$ cat config.mk
export PLATFORM = sky130hd
export DESIGN_NAME = sect163r1_pt_mul_arb
export DESIGN_NICKNAME = d
export VERILOG_FILES = /design/src/rtl/sect163r1_pt_mul_arb.sv
export SDC_FILE = /design/constraint.sdc
export NUM_CORES = 1
export LEC_CHECK = 0
export CORE_AREA = 10 10 576 578
export DETAILED_ROUTE_END_ITERATION = 6
export DIE_AREA = 0 0 586 588
export SLEW_MARGIN = 0
export SYNTH_ARGS = -nofsm -noshare
export SYNTH_HDL_FRONTEND = slang
export SYNTH_SLANG_ARGS = --single-unit
export TNS_END_PERCENT = 50
$ cat constraint.sdc
create_clock -name clk_i -period 23.9 [get_ports clk_i]
set_input_delay 4.78 -clock clk_i [delete_from_list [all_inputs] [get_ports clk_i]]
set_output_delay 4.78 -clock clk_i [all_outputs]
set_load 0.01 [all_outputs]
$ cat src/rtl/sect163r1_pt_mul_arb.sv
// Round-robin arbiter/sequencer sharing one sect163r1 point multiplier between NUM_REQ clients.
// Grants a requester, runs the multiplier under a watchdog and returns x/y tagged with the client id.
module sect163r1_pt_mul_arb #(
    parameter int M       = 163,
    parameter int NUM_REQ = 4,
    parameter int ID_W    = 2,
    parameter int TIMEOUT = 1048575,
    parameter int TO_W    = 20
) (
    input  logic                 clk_i,
    input  logic                 rst_i,
    input  logic [NUM_REQ-1:0]   req_i,
    input  logic [NUM_REQ*M-1:0] req_d_i,
    output logic [NUM_REQ-1:0]   req_ack_o,
    output logic                 rsp_valid_o,
    input  logic                 rsp_ready_i,
    output logic [ID_W-1:0]      rsp_id_o,
    output logic [M-1:0]         rsp_x_o,
    output logic [M-1:0]         rsp_y_o,
    output logic                 rsp_err_o,
    output logic                 mul_clr_o,
    output logic                 mul_start_o,
    output logic [M-1:0]         mul_d_o,
    input  logic                 mul_done_i,
    input  logic [M-1:0]         mul_x_i,
    input  logic [M-1:0]         mul_y_i,
    output logic                 busy_o,
    output logic [2:0]           dbg_state_o
);

    typedef enum logic [2:0] {
        S_IDLE  = 3'd0,
        S_START = 3'd1,
        S_BUSY  = 3'd2,
        S_RESP  = 3'd3,
        S_ABORT = 3'd4
    } state_e;

    state_e               state_q, state_d;
    logic [ID_W-1:0]      ptr_q, ptr_d;
    logic [ID_W-1:0]      id_q, id_d;
    logic [M-1:0]         mul_d_q, mul_d_d;
    logic [TO_W-1:0]      wd_q, wd_d;
    logic                 rsp_valid_q, rsp_valid_d;
    logic [M-1:0]         rsp_x_q, rsp_x_d;
    logic [M-1:0]         rsp_y_q, rsp_y_d;
    logic                 rsp_err_q, rsp_err_d;
    logic [NUM_REQ-1:0]   ack_q, ack_d;
    logic                 start_q, start_d;
    logic                 clr_q, clr_d;

    logic                 gnt_found;
    logic [ID_W-1:0]      gnt_id;
    logic [ID_W-1:0]      gnt_next_ptr;
    logic [M-1:0]         gnt_scalar;
    int                   gnt_idx;

    // First set request at or above the pointer, wrapping; the pointer makes the last winner lowest priority.
    always_comb begin
        gnt_found = 1'b0;
        gnt_id    = '0;
        gnt_idx   = 0;
        for (int k = 0; k < NUM_REQ; k++) begin
            gnt_idx = int'(ptr_q) + k;
            if (gnt_idx >= NUM_REQ) begin
                gnt_idx = gnt_idx - NUM_REQ;
            end
            if (!gnt_found && req_i[gnt_idx[ID_W-1:0]]) begin
                gnt_found = 1'b1;
                gnt_id    = gnt_idx[ID_W-1:0];
            end
        end
    end

    always_comb begin
        gnt_scalar = '0;
        for (int k = 0; k < NUM_REQ; k++) begin
            if (gnt_id == ID_W'(k)) begin
                gnt_scalar = req_d_i[k*M +: M];
            end
        end
        gnt_next_ptr = (gnt_id == ID_W'(NUM_REQ - 1)) ? '0 : gnt_id + ID_W'(1);
    end

    // Response channel: a beat transfers on any edge with rsp_valid_o && rsp_ready_i; while valid is
    // high and ready is low every rsp_* output is held, and valid never drops without a transfer.
    always_comb begin
        state_d     = state_q;
        ptr_d       = ptr_q;
        id_d        = id_q;
        mul_d_d     = mul_d_q;
        wd_d        = wd_q;
        rsp_valid_d = rsp_valid_q;
        rsp_x_d     = rsp_x_q;
        rsp_y_d     = rsp_y_q;
        rsp_err_d   = rsp_err_q;
        ack_d       = '0;
        start_d     = 1'b0;
        clr_d       = 1'b0;
        case (state_q)
            S_IDLE: begin
                if (gnt_found) begin
                    ack_d   = NUM_REQ'(1) << gnt_id;
                    mul_d_d = gnt_scalar;
                    id_d    = gnt_id;
                    ptr_d   = gnt_next_ptr;
                    state_d = S_START;
                end
            end
            S_START: begin
                start_d = 1'b1;
                wd_d    = '0;
                state_d = S_BUSY;
            end
            S_BUSY: begin
                // done is tested first so a completion on the last watchdog cycle still counts.
                if (mul_done_i) begin
                    rsp_x_d     = mul_x_i;
                    rsp_y_d     = mul_y_i;
                    rsp_err_d   = 1'b0;
                    rsp_valid_d = 1'b1;
                    state_d     = S_RESP;
                end else if (wd_q == TO_W'(TIMEOUT - 1)) begin
                    rsp_x_d   = '0;
                    rsp_y_d   = '0;
                    rsp_err_d = 1'b1;
                    clr_d     = 1'b1;
                    state_d   = S_ABORT;
                end else begin
                    wd_d = wd_q + TO_W'(1);
                end
            end
            S_ABORT: begin
                rsp_valid_d = 1'b1;
                state_d     = S_RESP;
            end
            S_RESP: begin
                if (rsp_valid_q && rsp_ready_i) begin
                    rsp_valid_d = 1'b0;
                    state_d     = S_IDLE;
                end
            end
            default: begin
                state_d = S_IDLE;
            end
        endcase
    end

    always_ff @(posedge clk_i or posedge rst_i) begin
        if (rst_i) begin
            state_q     <= S_IDLE;
            ptr_q       <= '0;
            id_q        <= '0;
            mul_d_q     <= '0;
            wd_q        <= '0;
            rsp_valid_q <= 1'b0;
            rsp_x_q     <= '0;
            rsp_y_q     <= '0;
            rsp_err_q   <= 1'b0;
            ack_q       <= '0;
            start_q     <= 1'b0;
            clr_q       <= 1'b0;
        end else begin
            state_q     <= state_d;
            ptr_q       <= ptr_d;
            id_q        <= id_d;
            mul_d_q     <= mul_d_d;
            wd_q        <= wd_d;
            rsp_valid_q <= rsp_valid_d;
            rsp_x_q     <= rsp_x_d;
            rsp_y_q     <= rsp_y_d;
            rsp_err_q   <= rsp_err_d;
            ack_q       <= ack_d;
            start_q     <= start_d;
            clr_q       <= clr_d;
        end
    end

    assign req_ack_o   = ack_q;
    assign rsp_valid_o = rsp_valid_q;
    assign rsp_id_o    = id_q;
    assign rsp_x_o     = rsp_x_q;
    assign rsp_y_o     = rsp_y_q;
    assign rsp_err_o   = rsp_err_q;
    assign mul_clr_o   = clr_q;
    assign mul_start_o = start_q;
    assign mul_d_o     = mul_d_q;
    assign busy_o      = (state_q != S_IDLE);
    assign dbg_state_o = state_q;

endmodule

# == After elaboration in Yosys (flattened, before gate mapping) ==
# Cells that the tools add are included.
# totals
output_inout_bits,503
regBits,524
word_cells,109
# classes
magnitude_cmp,8
shift,1
n_mux,47
reduce_logical,18
add_sub_neg,9
eq_ne,14
# op_table
op,count
163-bit 2-to-1 mux,7
20-bit 2-to-1 mux,2
20-bit one-hot mux with 2 select lines,1
"20-bit by 1-bit adder with 20-bit output, second input constant",1
"20-bit == test, second input constant",1
2-bit 2-to-1 mux,9
1-bit 2-to-1 mux,16
3-bit one-hot mux with 5 select lines,1
"2-bit by 3-bit less-than comparator with 1-bit output, second input constant",4
3-bit 2-to-1 mux,4
"2-bit != test, second input constant",5
"3-bit greater-or-equal comparator, second input constant",3
3-bit AND reduction,3
1-bit binary-select mux with 2-bit select,4
4-bit 2-to-1 mux,2
"2-bit by 1-bit subtractor with 2-bit output, second input constant",4
"2-bit by 2-bit adder with 3-bit output, second input constant",2
"3-bit by 2-bit == test with 1-bit output, second input constant",2
3-bit nonzero test,2
"2-bit == test, second input constant",2
1-bit logical AND,4
2-bit AND reduction,2
2-bit nonzero test,2
"1-bit by 2-bit << shifter with 4-bit output, first input constant",1
other kinds (11),13

# == Depth between registers and ports, before layout ==
# Gate-level depths: netlist of the first run.
# logic_depth
ltp_word,19
depth_mapped,14

# == Worst setup path after synthesis of the first run ==
# OpenSTA, ideal clock, no wires.
# synth_timing
path_kind,input to register
from,input req_i[3]
to,register mul_d_q[113] (netlist: mul_d_o[113])
required_time_ps,23835
setup_ps,65
path_stages,14
arrival_ps,6894
path_slack_ps,16941
cell_sequence,inv_1 a22oi_1 o221ai_1 or2_2 inv_1 ha_1 buf_2 clkbuf_1 clkbuf_1 nand2_1 a21oi_1 a21oi_1 o21ai_0 o21a_1
# synth_between
elab_chain_len,17
# synth_lines
element,line,rtl
from (decl),12,"input logic [NUM_REQ-1:0] req_i,"
1-bit binary-select mux with 2-bit select,68,if (!gnt_found && req_i[gnt_idx[ID_W-1:0]]) begin
1-bit 2-to-1 mux (implied by the code),68,
1-bit 2-to-1 mux,68,
1-bit logical NOT,68,
1-bit logical AND,68,
1-bit 2-to-1 mux,68,
1-bit logical NOT,68,
1-bit logical AND,68,
1-bit 2-to-1 mux,68,
1-bit logical NOT,68,
1-bit logical AND,68,
2-bit 2-to-1 mux (*),68,
via gnt_id[0],53,logic [ID_W-1:0] gnt_id;
2-bit logical NOT,78,if (gnt_id == ID_W'(k)) begin
163-bit 2-to-1 mux (3 in a row),78,
163-bit 2-to-1 mux (*),78,
to (signal assigned),167,mul_d_q <= mul_d_d;
to (decl),42,"logic [M-1:0] mul_d_q, mul_d_d;"
# The timed path passes the listed nets; every way through them passes the cells marked *. The select of a mux whose other input is x is not followed.
# A chain may end at the register's enable or synchronous reset.

# == Final worst setup path of the first run ==
# layout_timing
from,input req_i[3]
to,register mul_d_q[111] (netlist: mul_d_o[111])
# The elaborated chain is that of the path after synthesis.

==> results of run 1 <==
-- power by group through the flow --
stage | Clock (uW) | Sequential [uW] | Combinational (uW)
6_report | 1310 | 957 | 571
2_1_floorplan | 0 | 978 | 182
5_1_grt | 1390 | 962 | 612
4_1_cts | 1370 | 958 | 586
3_3_place_gp | 0 | 973 | 579
3_5_place_dp | 0 | 973 | 583
-- cell type report --
type                    instances  area [sq um]
flip-flops and latches        524         13100
clock buffers                 106          2260
diodes                         68           170
well taps                    4200          5260
inverters                      10          45.0
multi-input cells            1624         10200
repair buffers               1539         15300
fillers                     36200        273000
clock inverters                37           513
-- final timing paths --
kind	start	endpoint	slack, ns	depth (start not counted)
max	req_i[3]	mul_d_o[111]	14.67	16
min	mul_d_o[39]	mul_d_o[39]	0.49	1
max reg2reg	wd_q[0]	rsp_y_o[10]	18.53	11
min reg2reg	mul_d_o[39]	mul_d_o[39]	0.49	1
max in group asynchronous	rst_i	mul_d_o[31]	15.78	6
min in group asynchronous	rst_i	rsp_y_o[18]	4.40	2
-- logic make-up after synthesis --
family,Yosys count
flip-flops,524
adder cells (fa/ha/maj),6
AND/OR/NAND/NOR,423
XOR/XNOR,8
multiplexers,5
buffers and inverters,255
AO/OA/AOI/OAI,1182
-- cells in the final DEF (no fill, tap or decap), drive strengths merged, types with 4 or more instances in the layout --
cell	netlist	routed
nand2	187	187
bufinv	0	11
clkinv	1	17
inv	9	13
and2	8	8
nor2	16	16
clkdlybuf4s50	0	1488
mux2i	5	5
ha	6	6
nor4	4	4
nor3	6	6
a22o	326	326
buf	90	51
clkbuf	155	106
diode	0	68
dfrtp	524	524
o21ai	176	176
nand3	7	7
or4	5	5
nand4	9	9
a21oi	505	505
clkinvlp	0	6
o21a	164	164
xnor2	8	8
or3	6	6
nand3b	163	163
-- flip-flops by register name, indices dropped and copies added (netlist names) --
| register | count |
|---|---|
| dbg_state_o | 3 |
| mul_start_o | 1 |
| ptr_q | 2 |
| wd_q | 20 |
| mul_clr_o | 1 |
| rsp_err_o | 1 |
| rsp_id_o | 2 |
| mul_d_o | 163 |
| rsp_x_o | 163 |
| req_ack_o | 4 |
| rsp_y_o | 163 |
| rsp_valid_o | 1 |
-- routing by layer --
metal | vias up | GRT usage | share of wire
li1 | 11800 | - | -
met1 | 13600 | 0.186 | 0.38
met2 | 1734 | 0.265 | 0.44
met3 | 631 | 0.111 | 0.15
met4 | 184 | 0.0288 | 0.024
met5 | - | 0 | 0.0041
-- per-stage QoR --
step | area [sq um] | std cells | hold WS [ns] | setup WS [ns]
final | 46900 | 8108 | 0.487 | 14.67
after global routing | 46800 | 8052 | 0.493 | 14.37
after CTS | 46700 | 8040 | 0.490 | 14.76
after detailed placement | 43900 | 7897 | 0.479 | 13.88
after global placement | 43900 | 7897 | 0.472 | 13.93
after floorplan | 24500 | 2403 | 0.466 | 4.48
-- critical path: stages --
cell	delay, ns
sky130_fd_sc_hd__clkdlybuf4s50_1	0.60
sky130_fd_sc_hd__inv_1	0.11
sky130_fd_sc_hd__a22oi_1	0.19
sky130_fd_sc_hd__o221ai_1	0.16
sky130_fd_sc_hd__or2_2	0.37
sky130_fd_sc_hd__inv_1	0.19
sky130_fd_sc_hd__ha_4	0.53
sky130_fd_sc_hd__buf_4	0.47
sky130_fd_sc_hd__buf_4	0.54
sky130_fd_sc_hd__buf_4	0.87
sky130_fd_sc_hd__nand3b_1	0.21
sky130_fd_sc_hd__a21oi_1	0.09
sky130_fd_sc_hd__a21oi_1	0.20
sky130_fd_sc_hd__buf_4	0.14
sky130_fd_sc_hd__o21ai_1	0.05
sky130_fd_sc_hd__o21a_1	0.13
==> report_table.html, run 1 <==
<table>
<tr><th>Metric</th><th>Value</th></tr>
<tr><th colspan="2">Status</th></tr>
<tr><td>Outcome</td><td>completed</td></tr>
<tr><th colspan="2">STA</th></tr>
<tr><td>Total Neg Setup Slack</td><td>0 ns</td></tr>
<tr><td>Fin. Hold Viols</td><td>0</td></tr>
<tr><td>Min Tclk post-route</td><td>around 9 ns</td></tr>
<tr><td>Final period util</td><td>0.386</td></tr>
<tr><td>Final Skew</td><td>about 0.077 ns</td></tr>
<tr><td>Total of endpoints with negative setup slack in the final report</td><td>0</td></tr>
<tr><td>Transition time at the pin with the least slew margin</td><td>1.21 ns</td></tr>
<tr><td>Peak Freq</td><td>approximately 110 MHz</td></tr>
<tr><td>RSZ-0062 raised after global routing</td><td>false</td></tr>
<tr><td>Number of slew-limit violations in the final report</td><td>0</td></tr>
<tr><td>Worst rel slew slack</td><td>0.193</td></tr>
<tr><th colspan="2">Clocking</th></tr>
<tr><td>Hold_buf cts</td><td>0</td></tr>
<tr><td>CTS max path bufs</td><td>4</td></tr>
<tr><td>Post-CTS Resized</td><td>0</td></tr>
<tr><td>Clock-pin slew on the worst setup and hold paths</td><td>0.06 ns</td></tr>
<tr><td>Sink Count</td><td>around 520</td></tr>
<tr><td>Clock insertion delay at the later pin of the skew report</td><td>about 0.8 ns</td></tr>
<tr><td>Num CTS Buffers</td><td>82</td></tr>
<tr><td>CTS tree</td><td>done</td></tr>
<tr><td>Post-CTS Setup Inserts</td><td>0</td></tr>
<tr><td>Clock tree root buffer cell</td><td>sky130_fd_sc_hd__clkbuf_16</td></tr>
<tr><td>Level count of the clock H-tree</td><td>3</td></tr>
<tr><th colspan="2">Final layout</th></tr>
<tr><td>Final nets</td><td>roughly 4800</td></tr>
<tr><td>Area added between synthesis and finish</td><td>91.1%</td></tr>
<tr><td>Utilization after layout</td><td>0.147</td></tr>
<tr><td>Share of final-layout standard cells stronger than drive strength 1</td><td>0.0516</td></tr>
<tr><th colspan="2">Worst setup path</th></tr>
<tr><td>Worst endpoint data arrival time</td><td>9.91 ns</td></tr>
<tr><td>Critical Path Sink Type</td><td>flip-flop</td></tr>
<tr><td>Endpoint required time on the critical path</td><td>24.58 ns</td></tr>
<tr><td>Maximum fanout encountered on the critical timing path</td><td>114</td></tr>
<tr><td>Type of origin of the critical path</td><td>primary input</td></tr>
<tr><td>Critical path type</td><td>in2reg</td></tr>
<tr><th colspan="2">Yosys</th></tr>
<tr><td>Area leader, netlist</td><td>sky130_fd_sc_hd__dfrtp_1</td></tr>
<tr><td>Top cells by area in the synthesized netlist</td><td>sky130_fd_sc_hd__dfrtp_1 (53%), sky130_fd_sc_hd__a22o_1 (12%), sky130_fd_sc_hd__a21oi_1 (10%)</td></tr>
<tr><td>Fraction of synthesized cell area taken by the top area cell type</td><td>0.534</td></tr>
<tr><td>Area share of xor/xnor cells in the synthesized design</td><td>0.00285</td></tr>
<tr><td>Yosys warning total</td><td>0</td></tr>
<tr><td>Share of the yosys chip area belonging to registers</td><td>0.534</td></tr>
<tr><td>Mapped Nets</td><td>3395</td></tr>
<tr><td>Average cell area after synthesis</td><td>a little over 10 sq um</td></tr>
<tr><td>Post-synthesis cell type count</td><td>46</td></tr>
<tr><td>Synth Cell Area</td><td>24500 sq um</td></tr>
<tr><td>Combinational family with the most area after synthesis</td><td>compound AO/OA/AOI/OAI gates</td></tr>
<tr><td>Most common cell in the synthesized netlist</td><td>sky130_fd_sc_hd__dfrtp_1</td></tr>
<tr><td>Gate Count Post-Synth</td><td>between 2000 and 2500</td></tr>
<tr><td>Synthesized-area fraction occupied by ao, oa, aoi and oai cells</td><td>0.309</td></tr>
<tr><td>Most instantiated flip-flop cell in the synthesis netlist</td><td>sky130_fd_sc_hd__dfrtp_1</td></tr>
<tr><td>Flops &amp; latches, synth</td><td>524</td></tr>
<tr><td>Mux share of post-synthesis cell area</td><td>0.00204</td></tr>
<tr><td>Top cells by instance count after synthesis</td><td>sky130_fd_sc_hd__dfrtp_1 (524), sky130_fd_sc_hd__a21oi_1 (505), sky130_fd_sc_hd__a22o_1 (326)</td></tr>
<tr><td>Count of flip-flops with a built-in enable after synthesis</td><td>0</td></tr>
<tr><td>Post-synthesis async set-or-reset flop share</td><td>1.00</td></tr>
<tr><td>Simple-gate share of the synthesized area</td><td>0.0970</td></tr>
<tr><td>Post-Synth Adder-Cell Area</td><td>0.00306</td></tr>
<tr><th colspan="2">Power and ir drop</th></tr>
<tr><td>Pleak</td><td>between 0.015 and 0.02 uW</td></tr>
<tr><td>Final total power</td><td>approximately 2800 uW</td></tr>
<tr><td>Net switching share of the total power</td><td>0.295</td></tr>
<tr><td>Portion of total power attributed to combinational logic</td><td>0.202</td></tr>
<tr><td>PwrDens</td><td>60.5 nW/um^2</td></tr>
<tr><td>P_int</td><td>2000 uW</td></tr>
<tr><td>Reported net switching power</td><td>about 840 uW</td></tr>
<tr><td>Maximum ir drop on the vdd rail</td><td>between 0.00004 and 0.00005 V</td></tr>
<tr><td>Proportion of power drawn by the clock network</td><td>0.461</td></tr>
<tr><td>Share of total power in sequential cells</td><td>0.338</td></tr>
<tr><th colspan="2">Placed design</th></tr>
<tr><td>HPWL after detailed placement</td><td>262000 um</td></tr>
<tr><td>Final weighted congestion of routability-driven global placement</td><td>0.946</td></tr>
<tr><td>Buffers added on ports</td><td>approximately 1500</td></tr>
<tr><th colspan="2">Floorplan</th></tr>
<tr><td>Overall die area</td><td>345000 sq um</td></tr>
<tr><td>Placement row count</td><td>208</td></tr>
<tr><td>Effective utilization at floorplan</td><td>0.0767</td></tr>
<tr><td>Core ar.</td><td>320000 sq um</td></tr>
<tr><td>Die height</td><td>588 um</td></tr>
<tr><td>Die width</td><td>586 um</td></tr>
<tr><td>Ports placed on the boundary</td><td>1489</td></tr>
<tr><th colspan="2">Global routing</th></tr>
<tr><td>Number of antenna violations at the first check in global routing</td><td>299</td></tr>
<tr><td>Number of global-route vias before repair</td><td>between 20000 and 30000</td></tr>
<tr><td>Overflow left after global routing</td><td>0</td></tr>
<tr><td>Largest net degree at the start of global routing</td><td>115</td></tr>
<tr><td>Wire length of the first global-routing pass</td><td>364000 um</td></tr>
<tr><td>Global-route usage over all layers</td><td>0.166</td></tr>
<tr><th colspan="2">Detailed routing</th></tr>
<tr><td>Average detailed-routed wire length per instance</td><td>roughly 37 um</td></tr>
<tr><td>Detailed-route vias per instance</td><td>3.45</td></tr>
<tr><td>Final routed wirelength across all metal layers</td><td>around 300000 um</td></tr>
<tr><td>Drc violations</td><td>0</td></tr>
<tr><td>Via count of the routed design</td><td>between 20000 and 30000</td></tr>
<tr><td>Post-DRT Antenna Nets</td><td>0</td></tr>
<tr><td>DRT Pass-1 Iters</td><td>5</td></tr>
<tr><td>Starting DRC count in detailed routing</td><td>2020</td></tr>
<tr><th colspan="2">Min path</th></tr>
<tr><td>Min-Delay Path Class</td><td>reg2reg</td></tr>
<tr><th colspan="2">Run</th></tr>
<tr><td>Number of violations of the max-capacitance limit</td><td>0</td></tr>
</table>
Note: power is estimated with default switching activity, not from simulation.
==> inputs of run 2 (changes only) <==
==> constraint.sdc (replaced) <==
create_clock -name clk_i -period 9.2 [get_ports clk_i]
set_input_delay 1.84 -clock clk_i [delete_from_list [all_inputs] [get_ports clk_i]]
set_output_delay 1.84 -clock clk_i [all_outputs]
set_load 0.01 [all_outputs]
==> run 2 against run 1 <==
Net effect: cell count decreased by 0.38%; first-iteration DRC count up 1.2%; combinational power grew to 2.7 times the previous value; sequential share of layout area is essentially flat; via count fell by 0.40%; critical path depth down 6; critical path type unchanged; largest power group unchanged.
==> report_table.html, run 2 (synthesis gave the netlist of run 1 again) <==
<table>
<tr><th>Metric</th><th>Value</th></tr>
<tr><th colspan="2">Worst setup path</th></tr>
<tr><td>Critical path type</td><td>in2reg</td></tr>
<tr><td>Master of the slowest instance on the critical path</td><td>sky130_fd_sc_hd__nor4_2</td></tr>
<tr><td>Worst endpoint data arrival time</td><td>5.96 ns (-3.95 ns)</td></tr>
<tr><td>Worst path max stage delay</td><td>1.01 ns (+0.14 ns)</td></tr>
<tr><td>Cell chain of the critical path</td><td>clkdlybuf4s50_1 -&gt; nor4_2 -&gt; or2_2 -&gt; ha_4 -&gt; buf_12 -&gt; nand3b_1 -&gt; a21oi_1 -&gt; a21oi_1 -&gt; o21ai_0 -&gt; o21a_1</td></tr>
<tr><td>Type of origin of the critical path</td><td>primary input</td></tr>
<tr><td>Critical Path Sink Type</td><td>flip-flop</td></tr>
<tr><td>Cell with the most instances on the worst path</td><td>sky130_fd_sc_hd__a21oi_1</td></tr>
<tr><td>Endpoint required time on the critical path</td><td>9.92 ns (-14.66 ns)</td></tr>
<tr><td>Maximum fanout encountered on the critical timing path</td><td>104 (-8.8%)</td></tr>
<tr><th colspan="2">Clocking</th></tr>
<tr><td>Clock tree root buffer cell</td><td>sky130_fd_sc_hd__clkbuf_16</td></tr>
<tr><td>CTS max path bufs</td><td>4 (unchanged)</td></tr>
<tr><td>Sink Count</td><td>524 (unchanged)</td></tr>
<tr><td>Clock insertion delay at the later pin of the skew report</td><td>0.82 ns (about the same)</td></tr>
<tr><td>Clock-pin slew on the worst setup and hold paths</td><td>0.06 ns (about the same)</td></tr>
<tr><td>Level count of the clock H-tree</td><td>3 (unchanged)</td></tr>
<tr><td>Hold_buf cts</td><td>0 (unchanged)</td></tr>
<tr><td>Post-CTS Resized</td><td>0 (unchanged)</td></tr>
<tr><td>Post-CTS Setup Inserts</td><td>0 (unchanged)</td></tr>
<tr><td>Num CTS Buffers</td><td>83 (+1.2%)</td></tr>
<tr><td>CTS tree</td><td>done</td></tr>
<tr><th colspan="2">Floorplan</th></tr>
<tr><td>Ports placed on the boundary</td><td>1489 (unchanged)</td></tr>
<tr><td>Overall die area</td><td>345000 sq um (unchanged)</td></tr>
<tr><td>Placement row count</td><td>208 (unchanged)</td></tr>
<tr><td>Die width</td><td>586 um (unchanged)</td></tr>
<tr><td>Effective utilization at floorplan</td><td>0.0767 (unchanged)</td></tr>
<tr><td>Die height</td><td>588 um (unchanged)</td></tr>
<tr><td>Core ar.</td><td>320000 sq um (unchanged)</td></tr>
<tr><th colspan="2">Final layout</th></tr>
<tr><td>Most common library cell in the layout ignoring fill and taps</td><td>sky130_fd_sc_hd__clkdlybuf4s50_1</td></tr>
<tr><td>Post-route standard cell area excluding fillers</td><td>46900 sq um (about the same)</td></tr>
<tr><td>Area added between synthesis and finish</td><td>91.1% (about the same)</td></tr>
<tr><td>Fill cell total of the finished layout</td><td>36000 (-0.33%)</td></tr>
<tr><td>Share of final-layout standard cells stronger than drive strength 1</td><td>0.0491 (-0.00246)</td></tr>
<tr><td>Most used cells in the layout excluding fill and tap cells</td><td>sky130_fd_sc_hd__clkdlybuf4s50_1 (1488), sky130_fd_sc_hd__dfrtp_1 (524), sky130_fd_sc_hd__a21oi_1 (505)</td></tr>
<tr><td>Final nets</td><td>4762 (-0.23%)</td></tr>
<tr><th colspan="2">STA</th></tr>
<tr><td>Total Neg Setup Slack</td><td>0 ns (unchanged)</td></tr>
<tr><td>Final period util</td><td>0.570</td></tr>
<tr><td>Final Skew</td><td>0.0605 ns (-0.0161 ns)</td></tr>
<tr><td>Peak Freq</td><td>191 MHz</td></tr>
<tr><td>Total of endpoints with negative setup slack in the final report</td><td>0 (unchanged)</td></tr>
<tr><td>Number of slew-limit violations in the final report</td><td>0 (unchanged)</td></tr>
<tr><td>Transition time at the pin with the least slew margin</td><td>1.35 ns (+0.140 ns)</td></tr>
<tr><td>Min Tclk post-route</td><td>5.24 ns</td></tr>
<tr><td>Fin. Hold Viols</td><td>0 (unchanged)</td></tr>
<tr><td>RSZ-0062 raised after global routing</td><td>false</td></tr>
<tr><td>Worst rel slew slack</td><td>0.0992 (-0.0934)</td></tr>
<tr><th colspan="2">Placed design</th></tr>
<tr><td>HPWL after detailed placement</td><td>259000 um (-0.90%)</td></tr>
<tr><td>Final weighted congestion of routability-driven global placement</td><td>0.947 (+0.19%)</td></tr>
<tr><td>Post-DP Area</td><td>44000 sq um (about the same)</td></tr>
<tr><td>Buffers added on ports</td><td>1488 (unchanged)</td></tr>
<tr><th colspan="2">Detailed routing</th></tr>
<tr><td>DRT Pass-1 Iters</td><td>7 (+2)</td></tr>
<tr><td>Post-DRT Antenna Nets</td><td>0 (unchanged)</td></tr>
<tr><td>Detailed-route vias per instance</td><td>3.45 (about the same)</td></tr>
<tr><td>Via count of the routed design</td><td>27800 (-0.40%)</td></tr>
<tr><td>Drc violations</td><td>0 (unchanged)</td></tr>
<tr><td>Average detailed-routed wire length per instance</td><td>37.1 um (-0.22%)</td></tr>
<tr><td>Final routed wirelength across all metal layers</td><td>300000 um (-0.61%)</td></tr>
<tr><td>Starting DRC count in detailed routing</td><td>2044 (+1.2%)</td></tr>
<tr><th colspan="2">Global routing</th></tr>
<tr><td>Highest-utilization routing layer at the global route stage</td><td>met2</td></tr>
<tr><td>Number of antenna violations at the first check in global routing</td><td>262 (-12%)</td></tr>
<tr><td>GRT met3 Usage</td><td>0.101 (-0.00994)</td></tr>
<tr><td>Largest net degree at the start of global routing</td><td>192 (+67%)</td></tr>
<tr><td>Global-route usage over all layers</td><td>0.165 (-0.00111)</td></tr>
<tr><td>GR met2 Demand/Resource</td><td>0.265 (-0.000279)</td></tr>
<tr><td>Met1 Resource Use GR</td><td>0.190 (+0.00400)</td></tr>
<tr><td>Wire length of the first global-routing pass</td><td>361000 um (-0.75%)</td></tr>
<tr><td>Number of global-route vias before repair</td><td>26900 (-0.50%)</td></tr>
<tr><td>Overflow left after global routing</td><td>0 (unchanged)</td></tr>
<tr><th colspan="2">Power and ir drop</th></tr>
<tr><td>PwrDens</td><td>159 nW/um^2 (+160%)</td></tr>
<tr><td>Maximum ir drop on the vdd rail</td><td>0.000154 V (+210%)</td></tr>
<tr><td>Pleak</td><td>0.0175 uW (about the same)</td></tr>
<tr><th colspan="2">Min path</th></tr>
<tr><td>Min-Delay Path Class</td><td>reg2reg</td></tr>
<tr><th colspan="2">Status</th></tr>
<tr><td>Outcome</td><td>completed</td></tr>
<tr><th colspan="2">Run</th></tr>
<tr><td>Number of violations of the max-capacitance limit</td><td>0 (unchanged)</td></tr>
</table>
==> run 2: final cells by class <==
cell class	instances	area, sq um	area share
multi-input combinational	1624	10200	0.218
inverter	10	41.3	0.000880
clock buffer	110	2340	0.0499
antenna	48	120	0.00256
clock inverter	34	485	0.0103
tap	4200	5260	0.112
sequential	524	13100	0.280
timing repair buffer	1527	15300	0.327
==> run 2: per-stage QoR <==
step | std cells | power, uW | setup WS [ns] | util | hold slack (ns)
global route | 8043 | 7790 | 3.93 | 0.146 | 0.496
global placement | 7885 | 4090 | 3.25 | 0.137 | 0.468
CTS | 8029 | 7640 | 4.05 | 0.146 | 0.482
finish | 8077 | 7470 | 3.96 | 0.147 | 0.479
detailed placement | 7885 | 4090 | 3.19 | 0.137 | 0.471
floorplan | 2403 | 3020 | 0.240 | - | 0.466
==> run 2: power breakdown <==
| group | switching (uW) | internal, uW | total, uW | leakage (uW) |
|---|---|---|---|---|
| Sequential | 85.3 | 2400 | 2490 | 0.00705 |
| Combinational | 783 | 749 | 1530 | 0.00908 |
| Clock | 1380 | 2070 | 3450 | 0.00138 |
| Total | 2250 | 5220 | 7470 | 0.0175 |
==> run 2: critical path, delay by kind of cell <==
family / cells / cell delay, ns
buffers and inverters: 2 / 0.90
and+or+nand+nor: 3 / 1.49
adders and majority gates: 1 / 0.53
AOI/OAI and AO/OA: 4 / 0.83
==> run 2: worst paths after layout <==
kind / start / to / slack [ns] / depth (start not counted)
worst max-delay path: req_i[0] / mul_d_o[101] / 3.96 / 10
worst min-delay path: rsp_id_o[0] / rsp_id_o[0] / 0.48 / 1
worst max register to register: ptr_q[1] / mul_d_o[80] / 5.41 / 13
worst min register to register: rsp_id_o[0] / rsp_id_o[0] / 0.48 / 1
max in group asynchronous: rst_i / mul_d_o[133] / 5.91 / 4
min in group asynchronous: rst_i / rsp_x_o[98] / 1.45 / 2
==> run 2: layer usage <==
layer	routed length, um	vias up
li1	-	11700
met1	116000	13700
met2	134000	1783
met3	42300	556
met4	6480	134
met5	888	-
